==> config.mk <==
export PLATFORM = sky130hd
export DESIGN_NAME = pattern_sig_analyzer
export DESIGN_NICKNAME = d
export VERILOG_FILES = /design/src/rtl/pattern_sig_analyzer.sv
export SDC_FILE = /design/constraint.sdc
export NUM_CORES = 1
export LEC_CHECK = 0
export CAP_MARGIN = 20
export CORE_MARGIN = 2
export CORE_UTILIZATION = 40
export DETAILED_ROUTE_END_ITERATION = 8
export DONT_BUFFER_PORTS = 1
export GPL_ROUTABILITY_DRIVEN = 0
export PLACE_DENSITY_LB_ADDON = 0.1
export SLEW_MARGIN = 30
export SYNTH_ARGS = -nofsm -noshare
export SYNTH_HDL_FRONTEND = slang
export SYNTH_SLANG_ARGS = --single-unit
==> constraint.sdc <==
create_clock -name clk -period 10.2 [get_ports clk]
set_clock_uncertainty 0.15 [all_clocks]
set_input_delay 1.53 -clock clk [delete_from_list [all_inputs] [get_ports clk]]
set_output_delay 1.53 -clock clk [all_outputs]
set_load 0.01 [all_outputs]
==> src/rtl/pattern_sig_analyzer.sv <==
// Memory-scan signature analyzer: folds a block of 8-bit words into a MISR
// and tracks Hamming-distance statistics between consecutive words.
module pattern_sig_analyzer (
    input  logic        clk,
    input  logic        reset,
    input  logic        start,
    input  logic [7:0]  base_addr,
    input  logic [8:0]  count,
    input  logic [7:0]  poly,
    input  logic [7:0]  seed,
    input  logic [7:0]  golden,
    output logic [7:0]  mem_addr,
    input  logic [7:0]  mem_rd,
    output logic        busy,
    output logic        done,
    output logic [7:0]  signature,
    output logic        pass,
    output logic [3:0]  hd_max,
    output logic [10:0] hd_sum
);

    typedef enum logic [1:0] {IDLE, SCAN, DONE} state_t;

    state_t      state;
    logic [8:0]  remaining;
    logic [7:0]  poly_q;
    logic [7:0]  golden_q;
    logic [7:0]  prev;
    logic        first;

    logic [7:0]  sig_next;
    logic [7:0]  diff;
    logic [3:0]  hd;

    always_comb begin
        sig_next = {signature[6:0], 1'b0} ^ (signature[7] ? poly_q : 8'h00) ^ mem_rd;
        diff     = mem_rd ^ prev;
        hd       = 4'd0;
        for (int i = 0; i < 8; i++)
            hd = hd + {3'b000, diff[i]};
    end

    always_ff @(posedge clk or posedge reset) begin
        if (reset) begin
            state     <= IDLE;
            remaining <= 9'd0;
            poly_q    <= 8'h00;
            golden_q  <= 8'h00;
            prev      <= 8'h00;
            first     <= 1'b0;
            mem_addr  <= 8'h00;
            busy      <= 1'b0;
            done      <= 1'b0;
            signature <= 8'h00;
            pass      <= 1'b0;
            hd_max    <= 4'd0;
            hd_sum    <= 11'd0;
        end else begin
            case (state)
                IDLE: begin
                    done <= 1'b0;
                    if (start) begin
                        poly_q    <= poly;
                        golden_q  <= golden;
                        remaining <= count;
                        mem_addr  <= base_addr;
                        signature <= seed;
                        hd_max    <= 4'd0;
                        hd_sum    <= 11'd0;
                        prev      <= 8'h00;
                        first     <= 1'b1;
                        busy      <= 1'b1;
                        // An empty scan completes on the seed alone.
                        if (count == 9'd0) begin
                            state <= DONE;
                            done  <= 1'b1;
                            pass  <= (seed == golden);
                        end else begin
                            state <= SCAN;
                            pass  <= 1'b0;
                        end
                    end
                end
                SCAN: begin
                    signature <= sig_next;
                    mem_addr  <= mem_addr + 8'd1;
                    remaining <= remaining - 9'd1;
                    prev      <= mem_rd;
                    first     <= 1'b0;
                    if (!first) begin
                        hd_sum <= hd_sum + {7'd0, hd};
                        if (hd > hd_max)
                            hd_max <= hd;
                    end
                    // pass must already be valid while done is high.
                    if (remaining == 9'd1) begin
                        state <= DONE;
                        done  <= 1'b1;
                        pass  <= (sig_next == golden_q);
                    end
                end
                DONE: begin
                    done  <= 1'b0;
                    busy  <= 1'b0;
                    state <= IDLE;
                end
                default: state <= IDLE;
            endcase
        end
    end

endmodule

# Yosys cells after proc, flatten, opt, wreduce, memory -nomap -nowiden
# Cells that the tools add are included.
# W data, S select, Z words.
totals:
  reg_bits: 70
  inputBits: 52
  out_inout_bits: 34
  word_cells: 80
classes:
  add_sub_neg: 10
  n_lt_le_gt_ge: 1
  n_eq_ne: 9
  muxes: 31
  bitwise_logic: 3
  reduce_logical: 13
ops:
  columns: ["operator", "count"]
  rows:
  - ["$pmux W8 S2", 3]
  - ["$mux W8", 4]
  - ["$xor A8 B8 Y8", 3]
  - ["$mux W11", 2]
  - ["$pmux W11 S2", 1]
  - ["$pmux W9 S2", 1]
  - ["$add A4 B1 Y4", 4]
  - ["$eq A8 B8 Y1", 2]
  - ["$mux W4", 3]
  - ["$add A11 B4 Y11", 1]
  - ["$reduce_and A2 Y1", 5]
  - ["$eq A9 B1 Y1 const B", 1]
  - ["$logic_not A9 Y1", 1]
  - ["$mux W9", 1]
  - ["$sub A9 B1 Y9 const B", 1]
  - ["$add A8 B1 Y8 const B", 1]
  - ["$ne A2 B2 Y1 const B", 4]
  - ["$pmux W4 S2", 1]
  - ["$mux W1", 7]
  - ["$mux W2", 3]
  - ["$pmux W1 S2", 3]
  - ["$reduce_and A3 Y1", 2]
  - ["$add A3 B1 Y4", 1]
  - ["$gt A4 B4 Y1", 1]
  - ["10 further kinds", 11]

# Logic depth before layout (Yosys ltp)
depth:
  ltp_word: 12
  ltp_mapped: 16
  ltp_nobuf: 16

# Least setup slack after synthesis
# No wires, ideal clock.
synth_path:
  path_type: "input to register"
  start: "input mem_rd[0]"
  end: "register hd_max[3]"
  setup_ns: 0.116
  arrival_ns: 5.277
  required_ns: 9.934
  slack_ns: 4.657
  path_stages: 16
  n_path_buf: 0
  cell_sequence: "xor2_1 > fa_1 > fa_1 > inv_1 > fa_1 > inv_1 > ha_1 > inv_1 > fa_1 > inv_1 > ha_1 > nor2b_1 > o21ai_0 > nor3b_1 > nor2_1 > o311ai_0"
synth_between:
  elab_chain_len: 11
  elab_cells_between_ends: 14
  classes_between: "7 x add/sub; 1 x order compare; 1 x eq/ne; 3 x mux; 1 x bitwise; 1 x reduce/logical"
synth_rtl:
  columns: ["element", "line_no", "rtl"]
  rows:
  - ["start: declaration", "13", "input logic [7:0] mem_rd,"]
  - ["$xor A8 B8 Y8 (*)", "37", "diff = mem_rd ^ prev;"]
  - ["$add A1 B1 Y2 (*)", "40", "hd = hd + {3'b000, diff[i]};"]
  - ["$add A2 B1 Y3 (*)", "40", null]
  - ["$add A3 B1 Y4 (*)", "40", null]
  - ["$add A4 B1 Y4 (*) (4 in series)", "40", null]
  - ["$gt A4 B4 Y1 / $mux W4 (equally long branches)", "92", "if (hd > hd_max)"]
  - ["$ne A2 B2 Y1 (no line) / $mux W4 (equally long branches)", null, null]
  - ["$reduce_and A4 Y1 (no line) / $pmux W4 S2 (equally long branches)", null, null]
  - ["end signal: assignment", "56", "hd_max <= 4'd0;"]
  - ["end signal: assignment", "68", "hd_max <= 4'd0;"]
  - ["end signal: assignment", "93", "hd_max <= hd;"]
  - ["end: declaration", "18", "output logic [3:0] hd_max,"]
# Mark *: on every way between the ends. The rest lies on a longest branch, timed or not. The select of a mux whose other input is x is not followed.
# A chain may end at the register's enable or synchronous reset.

# Worst setup path in the final report
layout_path:
  start: "input mem_rd[1]"
  end: "register hd_max[2]"
# Same word-level chain as after synthesis.

==> impl_metrics.ini <==
[clock_network]
cts_hold_buf = 0
clkSlewWorstSetupHoldPaths_ps = 80
clock_sinks = 70
cts_setup_buffers = 0
insertion_delay_ps = 360
clockBufferDepth = 2
cts_made_buffers = 9
root_buffer = clkbuf_8
cts_max_level = 3
cts_tree = built
post_cts_resized = 0

[final_layout]
layout-drive-gt1-share = 0.104
finish.utilization = 0.441
nFillCells = 1037
layout.nets = 524
synthToLayoutAreaGrowth_pct = 7.65
diodes = 0
final_cell_count_no_fill = 594
final_area_um2 = 4760

[setup_path]
rrSetupSlack_ps = 5460
crit_path_start_kind = input port
crit_path_end = hd_max[2]
critPathArrivalTime_ps = 5580
required_ps = 10270
crit_path_end_kind = flop
regToRegEndpoint = hd_max[2]
reg2reg_depth = 16
worst_r2r_startpoint = prev[1]
worstSetupStartpoint = mem_rd[1]
cp_max_fo = 5
path_class = input port to flop

[global_routing]
grt_pass1_wl_mm = 17.1
antenna_found_initial = 0
grt.overflow.total = 0
grt_max_degree = 71
track_usage = 0.188
grt_pass1_vias = 3300

[placement]
placed_cell_area_um2 = 4520
dp_hpwl_mm = 7.36
place_ws_ps = 4310
dp_cells = 578
io_buffer_count = 0

[floorplan]
fp.dieH_um = 109
num_rows = 38
core_area_um2 = 10800
start_util = 0.409
die_area_um2 = 11900
ios = 86
chipWidth_um = 109

[drt]
wirelength_mm = 10.6
vias = 3341
drt-initial-drc-count = 168
drt-wirelength-per-cell_um = 17.8
postRouteAntennaNets = 0
post_drt_via_cell_ratio = 5.62
drc = 0
dr.pass1.iters = 4

[synth]
syn_nets = 534
synth-edff-count = 0
yosysSeqAreaShare = 0.396
synth.cell_area_um2 = 4420
avgSynthCellArea_um2 = 9.63
synthDistinctLibCells = 56
yosys_warnings = 0
ys_seq_elements = 70
syn-instance-count = 459
synth_ff_type = dfrtp_1
ys_async_sr_fraction = 1.00

[sta]
period_minus_slack_ps = 5500
setup_slack_ps = 4700
tightestPinTransition_ps = 729
rsz0062_at_grt = false
slew_headroom = 0.513
max_freq_mhz = 182
slew_violations = 0
final-hold-violation-count = 0
fin_crit_sh = 0.539
tns_ps = 0
setup_viol = 0

[run_status]
outcome = finished clean

[power]
powerDensity_nw_per_um2 = 380
p_leak_nw = 2.03
peakVddDrop_v = 0.000148

[hold_path]
hp-class = flop to flop

[run]
drv_cap = 0
## Yosys cell counts, types with 5 or more instances
cell / instances / share of area
fa_1: 5 / 0.023
nor2_1: 32 / 0.027
nand4_1: 5 / 0.0071
inv_1: 19 / 0.016
o221ai_1: 5 / 0.0099
nand3_1: 14 / 0.016
buf_2: 10 / 0.011
mux2i_1: 10 / 0.023
clkbuf_1: 10 / 0.0085
mux2_2: 17 / 0.043
o21ai_0: 29 / 0.033
xor2_1: 16 / 0.032
a22o_1: 13 / 0.026
or3_1: 7 / 0.0099
o22ai_1: 5 / 0.0071
a21oi_1: 37 / 0.042
dfrtp_1: 70 / 0.40
nand2_1: 39 / 0.033
xnor2_1: 26 / 0.052
ha_1: 18 / 0.051
## report_power, final
| part | switching [mW] | internal, mW |
|---|---|---|
| logic | 0.564 | 0.445 |
| clock network | 0.113 | 0.151 |
| registers | 0.142 | 0.390 |
## registers in the layout (all words and copies together) (netlist names)
name,cells
signature,8
poly_q,8
hd_max,4
state,2
golden_q,8
remaining,9
prev,8
hd_sum,11
done,1
busy,1
first,1
mem_addr,8
pass,1
## placed cells by master (no fill, tap or decap), types with 4 or more instances in the layout
| cell type | instances |
|---|---|
| o221ai_1 | 5 |
| nand3_1 | 14 |
| o22ai_1 | 5 |
| nand4_1 | 5 |
| xnor2_1 | 26 |
| nand2_1 | 39 |
| a211o_1 | 4 |
| inv_1 | 18 |
| ha_1 | 17 |
| nor2_1 | 32 |
| a21oi_1 | 37 |
| nor3_1 | 4 |
| mux2_2 | 17 |
| a21o_1 | 4 |
| nor3b_1 | 4 |
| dfrtp_1 | 70 |
| xor2_1 | 16 |
| mux2i_1 | 9 |
| fa_1 | 5 |
| o21ai_0 | 29 |
| clkbuf_8 | 11 |
| a22o_1 | 13 |
| or3_1 | 7 |
## worst min-delay path by stage
stage,startpoint,end,slack (ps),depth (start not counted)
3_5_place_dp,poly_q[6],poly_q[6],340,1
5_1_grt,poly_q[6],poly_q[6],370,1
4_1_cts,poly_q[6],poly_q[6],360,1
6_report,poly_q[5],poly_q[5],360,1
3_3_place_gp,poly_q[6],poly_q[6],340,1
2_1_floorplan,poly_q[0],poly_q[0],330,1
## critical path: stages
cell      delay, ps
xor2_1          200
fa_1            480
fa_1            550
inv_1            50
fa_1            520
inv_1            40
ha_1            200
inv_1            70
fa_1            400
inv_1           140
ha_1            260
nor2b_1         130
o21ai_0         130
nor3b_1         420
nor2_1          150
o311ai_0        310
## layer usage
layer / vias up / GRT usage / share of wire
met5: - / 0 / 0
met4: 0 / 0.0522 / 0.010
met3: 9 / 0.0652 / 0.073
met2: 87 / 0.294 / 0.46
met1: 1620 / 0.247 / 0.46
li1: 1625 / - / -
## kinds of logic after synthesis
logic type / after synthesis / share of synthesized area
xor gates and xnor gates: 45 / 0.0994
DFF: 70 / 0.396
buffers and inverters: 45 / 0.0419
and+or+nand+nor: 127 / 0.143
adders and majority gates: 23 / 0.0736
muxes: 27 / 0.0660
AOI/OAI and AO/OA: 122 / 0.179
## through the flow
step	total power, mW	hold WS, ps
floorplan	1.35	330
global placement	1.53	339
detailed placement	1.55	344
CTS	1.83	363
global route	2.00	367
finish	1.81	358
## area by class of cell
| cell class | count | area, µm² | area share |
|---|---|---|---|
| Clock buffer | 11 | 151 | 0.0318 |
| Clock inverter | 5 | 81.3 | 0.0171 |
| Tap cell | 140 | 175 | 0.0368 |
| Sequential cell | 70 | 1750 | 0.368 |
| Multi-Input combinational cell | 344 | 2490 | 0.523 |
| Timing Repair Buffer | 4 | 33.8 | 0.00710 |
| Inverter | 20 | 75.1 | 0.0158 |
(Power assumes the default switching activity.)
